## config.mk

```make
export PLATFORM = sky130hd
export DESIGN_NAME = mem_arbiter_flat
export DESIGN_NICKNAME = d
export VERILOG_FILES = /design/src/rtl/mem_arbiter_pkg.sv /design/src/rtl/mem_arbiter_if.sv /design/src/rtl/mem_arb_req_latch.sv /design/src/rtl/mem_arbiter.sv /design/src/flat_wrapper.sv
export SDC_FILE = /design/constraint.sdc
export NUM_CORES = 1
export LEC_CHECK = 0
export ABC_AREA = 1
export CAP_MARGIN = 25
export CORE_ASPECT_RATIO = 0.5
export CORE_MARGIN = 2
export CORE_UTILIZATION = 35
export DETAILED_ROUTE_END_ITERATION = 8
export PLACE_DENSITY = 0.71
export SYNTH_ARGS = -nofsm -noshare
export SYNTH_HDL_FRONTEND = slang
export SYNTH_HIERARCHICAL = 1
export SYNTH_SLANG_ARGS = --single-unit
```

## constraint.sdc

```tcl
create_clock -name CLK -period 1.9 [get_ports CLK]
set_input_delay 0.38 -clock CLK [delete_from_list [all_inputs] [get_ports CLK]]
set_output_delay 0.38 -clock CLK [all_outputs]
set_load 0.01 [all_outputs]
```

## src/rtl/mem_arbiter_pkg.sv

```systemverilog
// Shared constants for mem_arbiter: one-hot FSM encodings, port ids, default widths.
package mem_arbiter_pkg;

  localparam int DEF_ADDR_W = 32;
  localparam int DEF_DATA_W = 32;

  // One-hot arbiter states
  localparam int STATE_W = 4;
  localparam logic [STATE_W-1:0] ST_IDLE    = 4'b0001;
  localparam logic [STATE_W-1:0] ST_GRANT_D = 4'b0010;
  localparam logic [STATE_W-1:0] ST_GRANT_I = 4'b0100;
  localparam logic [STATE_W-1:0] ST_RESP    = 4'b1000;

  // Requester ids, as stored in the last-grant register
  localparam logic PORT_I = 1'b0;
  localparam logic PORT_D = 1'b1;

endpackage

```

## src/rtl/mem_arbiter_if.sv

```systemverilog
// Bus bundle for mem_arbiter: fetch port, load/store port and memory port.
// master = arbiter view, slave = core/memory environment view.
interface mem_arbiter_if
  import mem_arbiter_pkg::*;
#(
  parameter int ADDR_WIDTH = DEF_ADDR_W,
  parameter int DATA_WIDTH = DEF_DATA_W
);

  logic                  INSTR_REQ;
  logic [ADDR_WIDTH-1:0] INSTR_ADDR;
  logic                  INSTR_VALID;
  logic [DATA_WIDTH-1:0] INSTR_RDATA;

  logic                  DATA_REQ;
  logic                  DATA_WRITE_ENABLE;
  logic [ADDR_WIDTH-1:0] DATA_ADDR;
  logic [DATA_WIDTH-1:0] DATA_WDATA;
  logic                  DATA_VALID;
  logic [DATA_WIDTH-1:0] DATA_RDATA;

  logic                  MEM_REQ;
  logic                  MEM_WE;
  logic [ADDR_WIDTH-1:0] MEM_ADDR;
  logic [DATA_WIDTH-1:0] MEM_WDATA;
  logic                  MEM_RVALID;
  logic [DATA_WIDTH-1:0] MEM_RDATA;

  modport master (
    input  INSTR_REQ, INSTR_ADDR, DATA_REQ, DATA_WRITE_ENABLE, DATA_ADDR, DATA_WDATA,
           MEM_RVALID, MEM_RDATA,
    output INSTR_VALID, INSTR_RDATA, DATA_VALID, DATA_RDATA,
           MEM_REQ, MEM_WE, MEM_ADDR, MEM_WDATA
  );

  modport slave (
    output INSTR_REQ, INSTR_ADDR, DATA_REQ, DATA_WRITE_ENABLE, DATA_ADDR, DATA_WDATA,
           MEM_RVALID, MEM_RDATA,
    input  INSTR_VALID, INSTR_RDATA, DATA_VALID, DATA_RDATA,
           MEM_REQ, MEM_WE, MEM_ADDR, MEM_WDATA
  );

endinterface

```

## src/rtl/mem_arb_req_latch.sv

```systemverilog
// Per-requester capture stage: pending flag plus registered address/WE/WDATA.
// A request is taken only while the port is idle (not pending/granted and not
// returning VALID), so a level REQ held across a transaction counts once.
module mem_arb_req_latch #(
  parameter int AW = 32,
  parameter int DW = 32
) (
  input  logic          clk,
  input  logic          rst_n,
  input  logic          req,
  input  logic          busy,     // port's VALID is high this cycle
  input  logic          clr,      // memory acknowledged this port's access
  input  logic [AW-1:0] addr,
  input  logic          we,
  input  logic [DW-1:0] wdata,
  output logic          pending,
  output logic [AW-1:0] addr_q,
  output logic          we_q,
  output logic [DW-1:0] wdata_q
);

  logic          pending_q, pending_d;
  logic [AW-1:0] addr_d;
  logic          we_d;
  logic [DW-1:0] wdata_d;
  logic          capture;

  // Pending is held through the grant and drops on the acknowledge edge
  always_comb begin
    capture   = req & ~pending_q & ~busy;
    pending_d = pending_q;
    addr_d    = addr_q;
    we_d      = we_q;
    wdata_d   = wdata_q;
    if (clr) begin
      pending_d = 1'b0;
    end else if (capture) begin
      pending_d = 1'b1;
      addr_d    = addr;
      we_d      = we;
      wdata_d   = wdata;
    end
  end

  // Capture registers
  always_ff @(posedge clk or negedge rst_n) begin
    if (!rst_n) begin
      pending_q <= 1'b0;
      addr_q    <= '0;
      we_q      <= 1'b0;
      wdata_q   <= '0;
    end else begin
      pending_q <= pending_d;
      addr_q    <= addr_d;
      we_q      <= we_d;
      wdata_q   <= wdata_d;
    end
  end

  assign pending = pending_q;

endmodule

```

## src/rtl/mem_arbiter.sv

```systemverilog
// Two-requester arbiter for a single-ported memory (fetch vs load/store).
// Optional macro MEMARB_RR_EN: round-robin between ports when both are
// pending; otherwise fixed priority, data before instruction.
module mem_arbiter
  import mem_arbiter_pkg::*;
#(
  parameter int ADDR_WIDTH = DEF_ADDR_W,
  parameter int DATA_WIDTH = DEF_DATA_W
) (
  input  logic          CLK,
  input  logic          RES_N,
  mem_arbiter_if.master bus
);

  logic [STATE_W-1:0]    state_q, state_d;
  logic                  last_grant_q, last_grant_d;
  logic                  instr_valid_q, instr_valid_d;
  logic                  data_valid_q, data_valid_d;
  logic [DATA_WIDTH-1:0] instr_rdata_q, instr_rdata_d;
  logic [DATA_WIDTH-1:0] data_rdata_q, data_rdata_d;

  logic                  i_pend, d_pend;
  logic [ADDR_WIDTH-1:0] i_addr, d_addr;
  logic                  d_we;
  logic [DATA_WIDTH-1:0] d_wdata;
  logic                  unused_i_we;
  logic [DATA_WIDTH-1:0] unused_i_wdata;

  logic gnt_d, gnt_i, pick_d;

  assign gnt_d = (state_q == ST_GRANT_D);
  assign gnt_i = (state_q == ST_GRANT_I);

  mem_arb_req_latch #(.AW(ADDR_WIDTH), .DW(DATA_WIDTH)) u_lat_i (
    .clk     (CLK),
    .rst_n   (RES_N),
    .req     (bus.INSTR_REQ),
    .busy    (instr_valid_q),
    .clr     (gnt_i & bus.MEM_RVALID),
    .addr    (bus.INSTR_ADDR),
    .we      (1'b0),
    .wdata   ({DATA_WIDTH{1'b0}}),
    .pending (i_pend),
    .addr_q  (i_addr),
    .we_q    (unused_i_we),
    .wdata_q (unused_i_wdata)
  );

  mem_arb_req_latch #(.AW(ADDR_WIDTH), .DW(DATA_WIDTH)) u_lat_d (
    .clk     (CLK),
    .rst_n   (RES_N),
    .req     (bus.DATA_REQ),
    .busy    (data_valid_q),
    .clr     (gnt_d & bus.MEM_RVALID),
    .addr    (bus.DATA_ADDR),
    .we      (bus.DATA_WRITE_ENABLE),
    .wdata   (bus.DATA_WDATA),
    .pending (d_pend),
    .addr_q  (d_addr),
    .we_q    (d_we),
    .wdata_q (d_wdata)
  );

`ifdef MEMARB_RR_EN
  // Contention goes to whichever port was not served last
  assign pick_d = d_pend & (~i_pend | (last_grant_q != PORT_D));
`else
  // Data always wins; last-grant is tracked but not consulted
  assign pick_d = d_pend;
  logic unused_last_grant;
  assign unused_last_grant = last_grant_q;
`endif

  // Arbiter FSM and response registers; acks outside a grant are ignored
  always_comb begin
    state_d       = state_q;
    last_grant_d  = last_grant_q;
    instr_valid_d = 1'b0;
    data_valid_d  = 1'b0;
    instr_rdata_d = instr_rdata_q;
    data_rdata_d  = data_rdata_q;
    case (state_q)
      ST_IDLE: begin
        if (pick_d)      state_d = ST_GRANT_D;
        else if (i_pend) state_d = ST_GRANT_I;
      end
      ST_GRANT_D: begin
        if (bus.MEM_RVALID) begin
          state_d      = ST_RESP;
          data_valid_d = 1'b1;
          last_grant_d = PORT_D;
          if (!d_we) data_rdata_d = bus.MEM_RDATA;
        end
      end
      ST_GRANT_I: begin
        if (bus.MEM_RVALID) begin
          state_d       = ST_RESP;
          instr_valid_d = 1'b1;
          last_grant_d  = PORT_I;
          instr_rdata_d = bus.MEM_RDATA;
        end
      end
      ST_RESP: state_d = ST_IDLE;
      default: state_d = ST_IDLE;
    endcase
  end

  // State and registered outputs; reset abandons any in-flight access
  always_ff @(posedge CLK or negedge RES_N) begin
    if (!RES_N) begin
      state_q       <= ST_IDLE;
      last_grant_q  <= PORT_I;
      instr_valid_q <= 1'b0;
      data_valid_q  <= 1'b0;
      instr_rdata_q <= '0;
      data_rdata_q  <= '0;
    end else begin
      state_q       <= state_d;
      last_grant_q  <= last_grant_d;
      instr_valid_q <= instr_valid_d;
      data_valid_q  <= data_valid_d;
      instr_rdata_q <= instr_rdata_d;
      data_rdata_q  <= data_rdata_d;
    end
  end

  assign bus.INSTR_VALID = instr_valid_q;
  assign bus.INSTR_RDATA = instr_rdata_q;
  assign bus.DATA_VALID  = data_valid_q;
  assign bus.DATA_RDATA  = data_rdata_q;

  // Memory side decoded from state so it drops the instant reset asserts
  assign bus.MEM_REQ   = gnt_d | gnt_i;
  assign bus.MEM_WE    = gnt_d & d_we;
  assign bus.MEM_ADDR  = gnt_d ? d_addr : (gnt_i ? i_addr : '0);
  assign bus.MEM_WDATA = gnt_d ? d_wdata : '0;

endmodule
```

## src/flat_wrapper.sv

```systemverilog
// flat-port wrapper written by rule: the top's interface ports become plain ports
module mem_arbiter_flat import mem_arbiter_pkg::*;
#(
  parameter int ADDR_WIDTH = DEF_ADDR_W,
  parameter int DATA_WIDTH = DEF_DATA_W
)
  (CLK, RES_N, bus_INSTR_REQ, bus_INSTR_ADDR, bus_DATA_REQ, bus_DATA_WRITE_ENABLE, bus_DATA_ADDR, bus_DATA_WDATA, bus_MEM_RVALID, bus_MEM_RDATA, bus_INSTR_VALID, bus_INSTR_RDATA, bus_DATA_VALID, bus_DATA_RDATA, bus_MEM_REQ, bus_MEM_WE, bus_MEM_ADDR, bus_MEM_WDATA);
  mem_arbiter_if #(.ADDR_WIDTH(ADDR_WIDTH), .DATA_WIDTH(DATA_WIDTH)) bus_i ();
  input  logic CLK;
  input  logic RES_N;
  input wire logic [$bits(bus_i.INSTR_REQ)-1:0] bus_INSTR_REQ;
  input wire logic [$bits(bus_i.INSTR_ADDR)-1:0] bus_INSTR_ADDR;
  input wire logic [$bits(bus_i.DATA_REQ)-1:0] bus_DATA_REQ;
  input wire logic [$bits(bus_i.DATA_WRITE_ENABLE)-1:0] bus_DATA_WRITE_ENABLE;
  input wire logic [$bits(bus_i.DATA_ADDR)-1:0] bus_DATA_ADDR;
  input wire logic [$bits(bus_i.DATA_WDATA)-1:0] bus_DATA_WDATA;
  input wire logic [$bits(bus_i.MEM_RVALID)-1:0] bus_MEM_RVALID;
  input wire logic [$bits(bus_i.MEM_RDATA)-1:0] bus_MEM_RDATA;
  output wire logic [$bits(bus_i.INSTR_VALID)-1:0] bus_INSTR_VALID;
  output wire logic [$bits(bus_i.INSTR_RDATA)-1:0] bus_INSTR_RDATA;
  output wire logic [$bits(bus_i.DATA_VALID)-1:0] bus_DATA_VALID;
  output wire logic [$bits(bus_i.DATA_RDATA)-1:0] bus_DATA_RDATA;
  output wire logic [$bits(bus_i.MEM_REQ)-1:0] bus_MEM_REQ;
  output wire logic [$bits(bus_i.MEM_WE)-1:0] bus_MEM_WE;
  output wire logic [$bits(bus_i.MEM_ADDR)-1:0] bus_MEM_ADDR;
  output wire logic [$bits(bus_i.MEM_WDATA)-1:0] bus_MEM_WDATA;
  assign bus_i.INSTR_REQ = bus_INSTR_REQ;
  assign bus_i.INSTR_ADDR = bus_INSTR_ADDR;
  assign bus_i.DATA_REQ = bus_DATA_REQ;
  assign bus_i.DATA_WRITE_ENABLE = bus_DATA_WRITE_ENABLE;
  assign bus_i.DATA_ADDR = bus_DATA_ADDR;
  assign bus_i.DATA_WDATA = bus_DATA_WDATA;
  assign bus_i.MEM_RVALID = bus_MEM_RVALID;
  assign bus_i.MEM_RDATA = bus_MEM_RDATA;
  assign bus_INSTR_VALID = bus_i.INSTR_VALID;
  assign bus_INSTR_RDATA = bus_i.INSTR_RDATA;
  assign bus_DATA_VALID = bus_i.DATA_VALID;
  assign bus_DATA_RDATA = bus_i.DATA_RDATA;
  assign bus_MEM_REQ = bus_i.MEM_REQ;
  assign bus_MEM_WE = bus_i.MEM_WE;
  assign bus_MEM_ADDR = bus_i.MEM_ADDR;
  assign bus_MEM_WDATA = bus_i.MEM_WDATA;
  mem_arbiter #(.ADDR_WIDTH(ADDR_WIDTH), .DATA_WIDTH(DATA_WIDTH)) u_core (.CLK(CLK), .RES_N(RES_N), .bus(bus_i));
endmodule
```

## Word-level counts from Yosys, hierarchy flattened

Index checks and enable logic that the tools add are counted.
Widths: inputs -> output; s select.

| word-level totals | value |
|---|---|
| output and inout bits | 132 |
| flip-flop bits (word level) | 169 |
| logic and storage cells | 53 |

| operators by class | value |
|---|---|
| muxes and demuxes | 14 |
| bitwise operators | 15 |
| equality and inequality tests | 5 |
| reductions and logical operators | 8 |

Operator list:

| cell | number |
|---|---|
| $mux 32 | 3 |
| $mux 4 | 3 |
| $pmux 4 s2 | 1 |
| $reduce_and 2->1 | 4 |
| $and 1x1->1 | 7 |
| $mux 1 | 7 |
| $not 1->1 | 7 |
| $eq 4x1->1 const B | 1 |
| $eq 4x2->1 const B | 1 |
| $eq 4x3->1 const B | 1 |
| $reduce_bool 2->1 | 2 |
| $ne 3x3->1 const B | 1 |
| $reduce_and 3->1 | 1 |
| $ne 2x1->1 const B | 1 |
| $reduce_or 2->1 | 1 |
| $or 1x1->1 | 1 |

## Depth between registers and ports, before layout

| depth | value |
|---|---|
| word-level depth | 5 |
| depth in mapped cells | 11 |
| mapped depth without buffers | 8 |

## Cells and area by module

Netlist, hierarchy kept.

By module, submodules not included:

| module | cells each | area an instance (um^2) | times used |
|---|---|---|---|
| mem_arb_req_latch | 288 | 2650.0 | 2 |
| mem_arbiter | 487 | 3534.6 | 1 |

## Worst setup path after synthesis

Ideal clock, no wire load.

| path | value |
|---|---|
| path kind | register to register |
| start point | reg u_core.state_q[0] |
| end point | reg u_core.u_lat_d.addr_q[0] |
| path buffers | 3 |
| slack | 0.238 ns |
| period minus slack after synthesis | 1.662 ns |
| stages on the path, launching flop included | 11 |
| arrival | 1.545 ns |
| cells stage by stage | dfstp_2 > nor2_2 > nand2_2 > nor2_8 > buf_4 > nor2_2 > nand2_1 > buf_4 > buf_6 > nand2_1 > nand2_1 |

| between the ends | value |
|---|---|
| word-level cells in the longest chain between the ends | 4 |

Ends and longest elaborated chain:

| what | RTL line | text |
|---|---|---|
| start: declaration | mem_arbiter.sv:15 | `logic [STATE_W-1:0] state_q, state_d;` |
| start signal: assignment | mem_arbiter.sv:118 | `state_q <= state_d;` |
| $eq 4x2->1 | n/a |  |
| $and 1x1->1 | mem_arbiter.sv:54 | `.clr (gnt_d & bus.MEM_RVALID),` |
| $not 1->1 (no source line) | n/a |  |
| $reduce_and 2->1 (no source line) | n/a |  |
| end signal: assignment | mem_arb_req_latch.sv:54 | `addr_q <= addr_d;` |
| end: declaration | mem_arb_req_latch.sv:17 | `output logic [AW-1:0] addr_q,` |

No other way between the ends.
A chain may end at the register's enable or synchronous reset.

## Final worst setup path

| path | value |
|---|---|
| start point | reg u_core.state_q[0] |
| end point | out bus_MEM_ADDR[11] |

| between the ends | value |
|---|---|
| word-level cells in the longest chain between the ends | 3 |
| elaborated cells between the ends (all ways) | 4 |
| those cells by class | 2 x eq/ne; 2 x mux |

Ends and longest elaborated chain:

| what | RTL line | text |
|---|---|---|
| $eq 4x3->1 | mem_arbiter.sv:32 | `assign gnt_i = (state_q == ST_GRANT_I);` |
| $mux 32 | mem_arbiter.sv:135 | `assign bus.MEM_ADDR = gnt_d ? d_addr : (gnt_i ? i_addr : '0);` |
| $mux 32 (*) | mem_arbiter.sv:135 |  |
| end: declaration | flat_wrapper.sv:25 | `output wire logic [$bits(bus_i.MEM_ADDR)-1:0] bus_MEM_ADDR;` |

Every way passes the cells marked *; elsewhere a longest branch is shown, timed or not.

==> key figures <==
Detailed routing
  – 1st-iter DRT viols: 593
  – DR pass1 iterations: 5
  – Drt total wl: between 20000 and 30000 um
  – Wire per inst: between 15 and 20 um
  – Post-route ant nets: 0
  – Via count: around 7300
  – Via density: 4.91
  – Drc violations: 0

Worst setup path
  – CP cell instances: nor2_2, nand2_2, buf_6, inv_6, buf_8, buf_16, nand2_2, nand2_1, buf_2
  – CP max-delay cell: dfstp_2
  – CP max stage delay: 550 ps
  – CP Launch Type: register
  – Crit path required time: between 1500 and 2000 ps
  – Critical-path maximum fanout: 6
  – Worst setup EP type: output pin
  – WP data arrival: 1740 ps
  – Crit path kind: reg2out
  – Most frequent CP cell: nand2_2

Synthesis
  – Synthesized cell area: approximately 0.0075 mm^2
  – Synthesized net count: roughly 1100
  – Syn Inst Count: approximately 920
  – YS warnings: 6
  – Avg Cell Area, Syn: 8.17 um^2

Place
  – GP Congestion: approximately 0.85
  – Port Buf Inserts: 265
  – Dpl hpwl: 17400 um
  – Dpl cell area: approximately 0.011 mm^2
  – Placed insts: ~1400
  – Pre-CTS setup slack: -147 ps

STA
  – RSZ-0062 raised after global routing: true
  – Final min period: 2120 ps
  – Final number of hold-violating endpoints: 0
  – Sum Neg Setup Slack: -10230 ps
  – Tcrit/Tclk final: 1.12
  – Relative slew slack: 0.666
  – Skew final: 8.99 ps
  – Worst-Margin Slew: between 500 and 600 ps
  – Setup Viol. Count Final: 66
  – Fmax: 0.471 GHz
  – Final WS setup: -224 ps
  – Max Slew Vio Count: 0

Global routing
  – Total gr overflow: 0
  – Via count of the first global-routing pass: 7471
  – GRT Overall Usage: 0.228
  – Global-route wire length before repair: 40000 um
  – Initial antenna violation count: 1
  – Largest net degree at the start of global routing: 72

Power and ir drop
  – Int Pwr: ~10000 uW
  – Pwr Total: ~17000 uW
  – Worst VDD drop: ~680 uV
  – Flop pwr share: 0.378
  – Combinational power share: 0.416
  – Clock Power Share: 0.207
  – Net Switching: 6280 uW
  – Sw frac: 0.376
  – PwrDens: 1480 mW/mm^2
  – Leak: 0.00582 uW

Clock network
  – Clk sink count: between 150 and 200
  – TritonCTS clock tree: built
  – Clk Latency, worst-skew pair: 430 ps
  – CTS Buf Count: 17
  – Max Root-Sink Buffers: 2
  – Clock slew at the register clock pins of the worst setup and hold paths: 60 ps
  – H-tree depth: 4
  – Root Driver: clkbuf_16

Layout
  – Share of post-route cells with drive strength above 1: 0.174
  – Nets: 1331
  – Finished Cell Area: 0.0113 mm^2
  – Non-Filler Instances: 1484
  – Synthesis-to-finish area growth: 49.5%
  – Multi-input logic area: approximately 0.0029 mm^2
  – Register area: between 0.004 and 0.005 mm^2
  – Fill cells: 1899

Floorplanning
  – # rows: 37
  – Die Wd: 212 um
  – Initial Utilization: 0.362
  – Ports: 266
  – Die Ht: roughly 110 um
  – Full die area: between 0.02 and 0.025 mm^2
  – Core Footprint: 0.0208 mm^2

Run status
  – Failing checks: setup timing
  – Outcome: complete, but fails checks

Run
  – # Max-Cap Violations: 0

Hold path
  – Hold Path Class: reg2reg
-- sequential cells by signal, indices dropped and copies added (netlist names) --
register and count:
u_core/bus.DATA_RDATA 32, u_core/bus.INSTR_RDATA 32, u_core/u_lat_d/addr_q 32, u_core/u_lat_d/wdata_q 32
u_core/u_lat_i/addr_q 32, u_core/state_q 4, u_core/bus.DATA_VALID 1, u_core/bus.INSTR_VALID 1
u_core/u_lat_d/pending 1, u_core/u_lat_d/we_q 1, u_core/u_lat_i/pending 1
-- worst paths after layout --
path	to	start	slack (ps)	depth (start not counted)
setup / recovery	bus_MEM_ADDR[11]	u_core/state_q[0]	-220	9
min in group asynchronous	u_core/bus.DATA_RDATA[5]	RES_N	500	3
max in group asynchronous	u_core/bus.DATA_RDATA[23]	RES_N	940	3
hold / removal	u_core/bus.DATA_RDATA[31]	u_core/bus.DATA_RDATA[31]	470	2
setup reg to reg	u_core/u_lat_d/wdata_q[14]	u_core/state_q[0]	90	10
hold reg to reg	u_core/bus.DATA_RDATA[31]	u_core/bus.DATA_RDATA[31]	470	2
-- metal layers --
| metal | track usage | wire length (um) |
|---|---|---|
| met5 | 0 | 0 |
| met3 | 0.0513 | 1410 |
| met4 | 0.101 | 750 |
| met1 | 0.286 | 10900 |
| met2 | 0.379 | 12900 |
-- through the flow --
step	util	hold slack, ps
2_1_floorplan	-	84.4
3_3_place_gp	0.505	400
3_5_place_dp	0.505	407
4_1_cts	0.536	474
5_1_grt	0.542	487
6_report	0.542	473
-- worst max-delay path, delay by kind of cell (launching register included) --
family	cells	cell delay [ps]
flops	1	550
buf+inv	5	550
simple gates	4	220
-- power by group through the flow --
stage          clock [uW]  sequential [uW]  combinational, uW
2_1_floorplan           0             6320               2970
3_3_place_gp            0             6240               6190
3_5_place_dp            0             6280               6370
4_1_cts              3540             6270               6780
5_1_grt              3690             6500               7630
6_report             3460             6310               6950
-- what timing repair did --
item / CTS / global route
pin swaps: 3 / 9
buffers inserted: 10 / 1
endpoints found under the setup margin: 66 / 132
gates cloned: 7 / 0
gates resized for setup: 294 / 47
endpoints found under the hold margin: 128 / 0
hold buffers: 1 / 0
-- layout make-up --
class | instances | area share
multi-input cells | 645 | 0.255
flip-flops and latches | 169 | 0.375
repair buffers | 320 | 0.273
clock buffers | 19 | 0.0384
diodes | 1 | 0.000222
well taps | 273 | 0.0303
clock inverters | 13 | 0.0129
inverters | 44 | 0.0151
-- placed cells by master (no fill, tap or decap), types with 2 or more instances in the layout --
| master | instances |
|---|---|
| buf_8 | 3 |
| buf_4 | 27 |
| dfrtp_1 | 168 |
| nand2_1 | 371 |
| o21ai_1 | 5 |
| inv_1 | 41 |
| buf_2 | 62 |
| clkinv_2 | 2 |
| buf_16 | 5 |
| buf_12 | 12 |
| nor2_1 | 24 |
| clkdlybuf4s50_1 | 198 |
| bufinv_16 | 2 |
| clkbuf_1 | 2 |
| nor2_4 | 7 |
| nand3_1 | 159 |
| nand2_4 | 2 |
| inv_6 | 4 |
| o21ai_0 | 30 |
| nor2_2 | 14 |
| clkbuf_16 | 17 |
| clkinv_4 | 3 |
| nand2_2 | 28 |
| buf_6 | 11 |
| nand3_2 | 4 |
| clkinvlp_4 | 3 |
(Power assumes the default switching activity.)
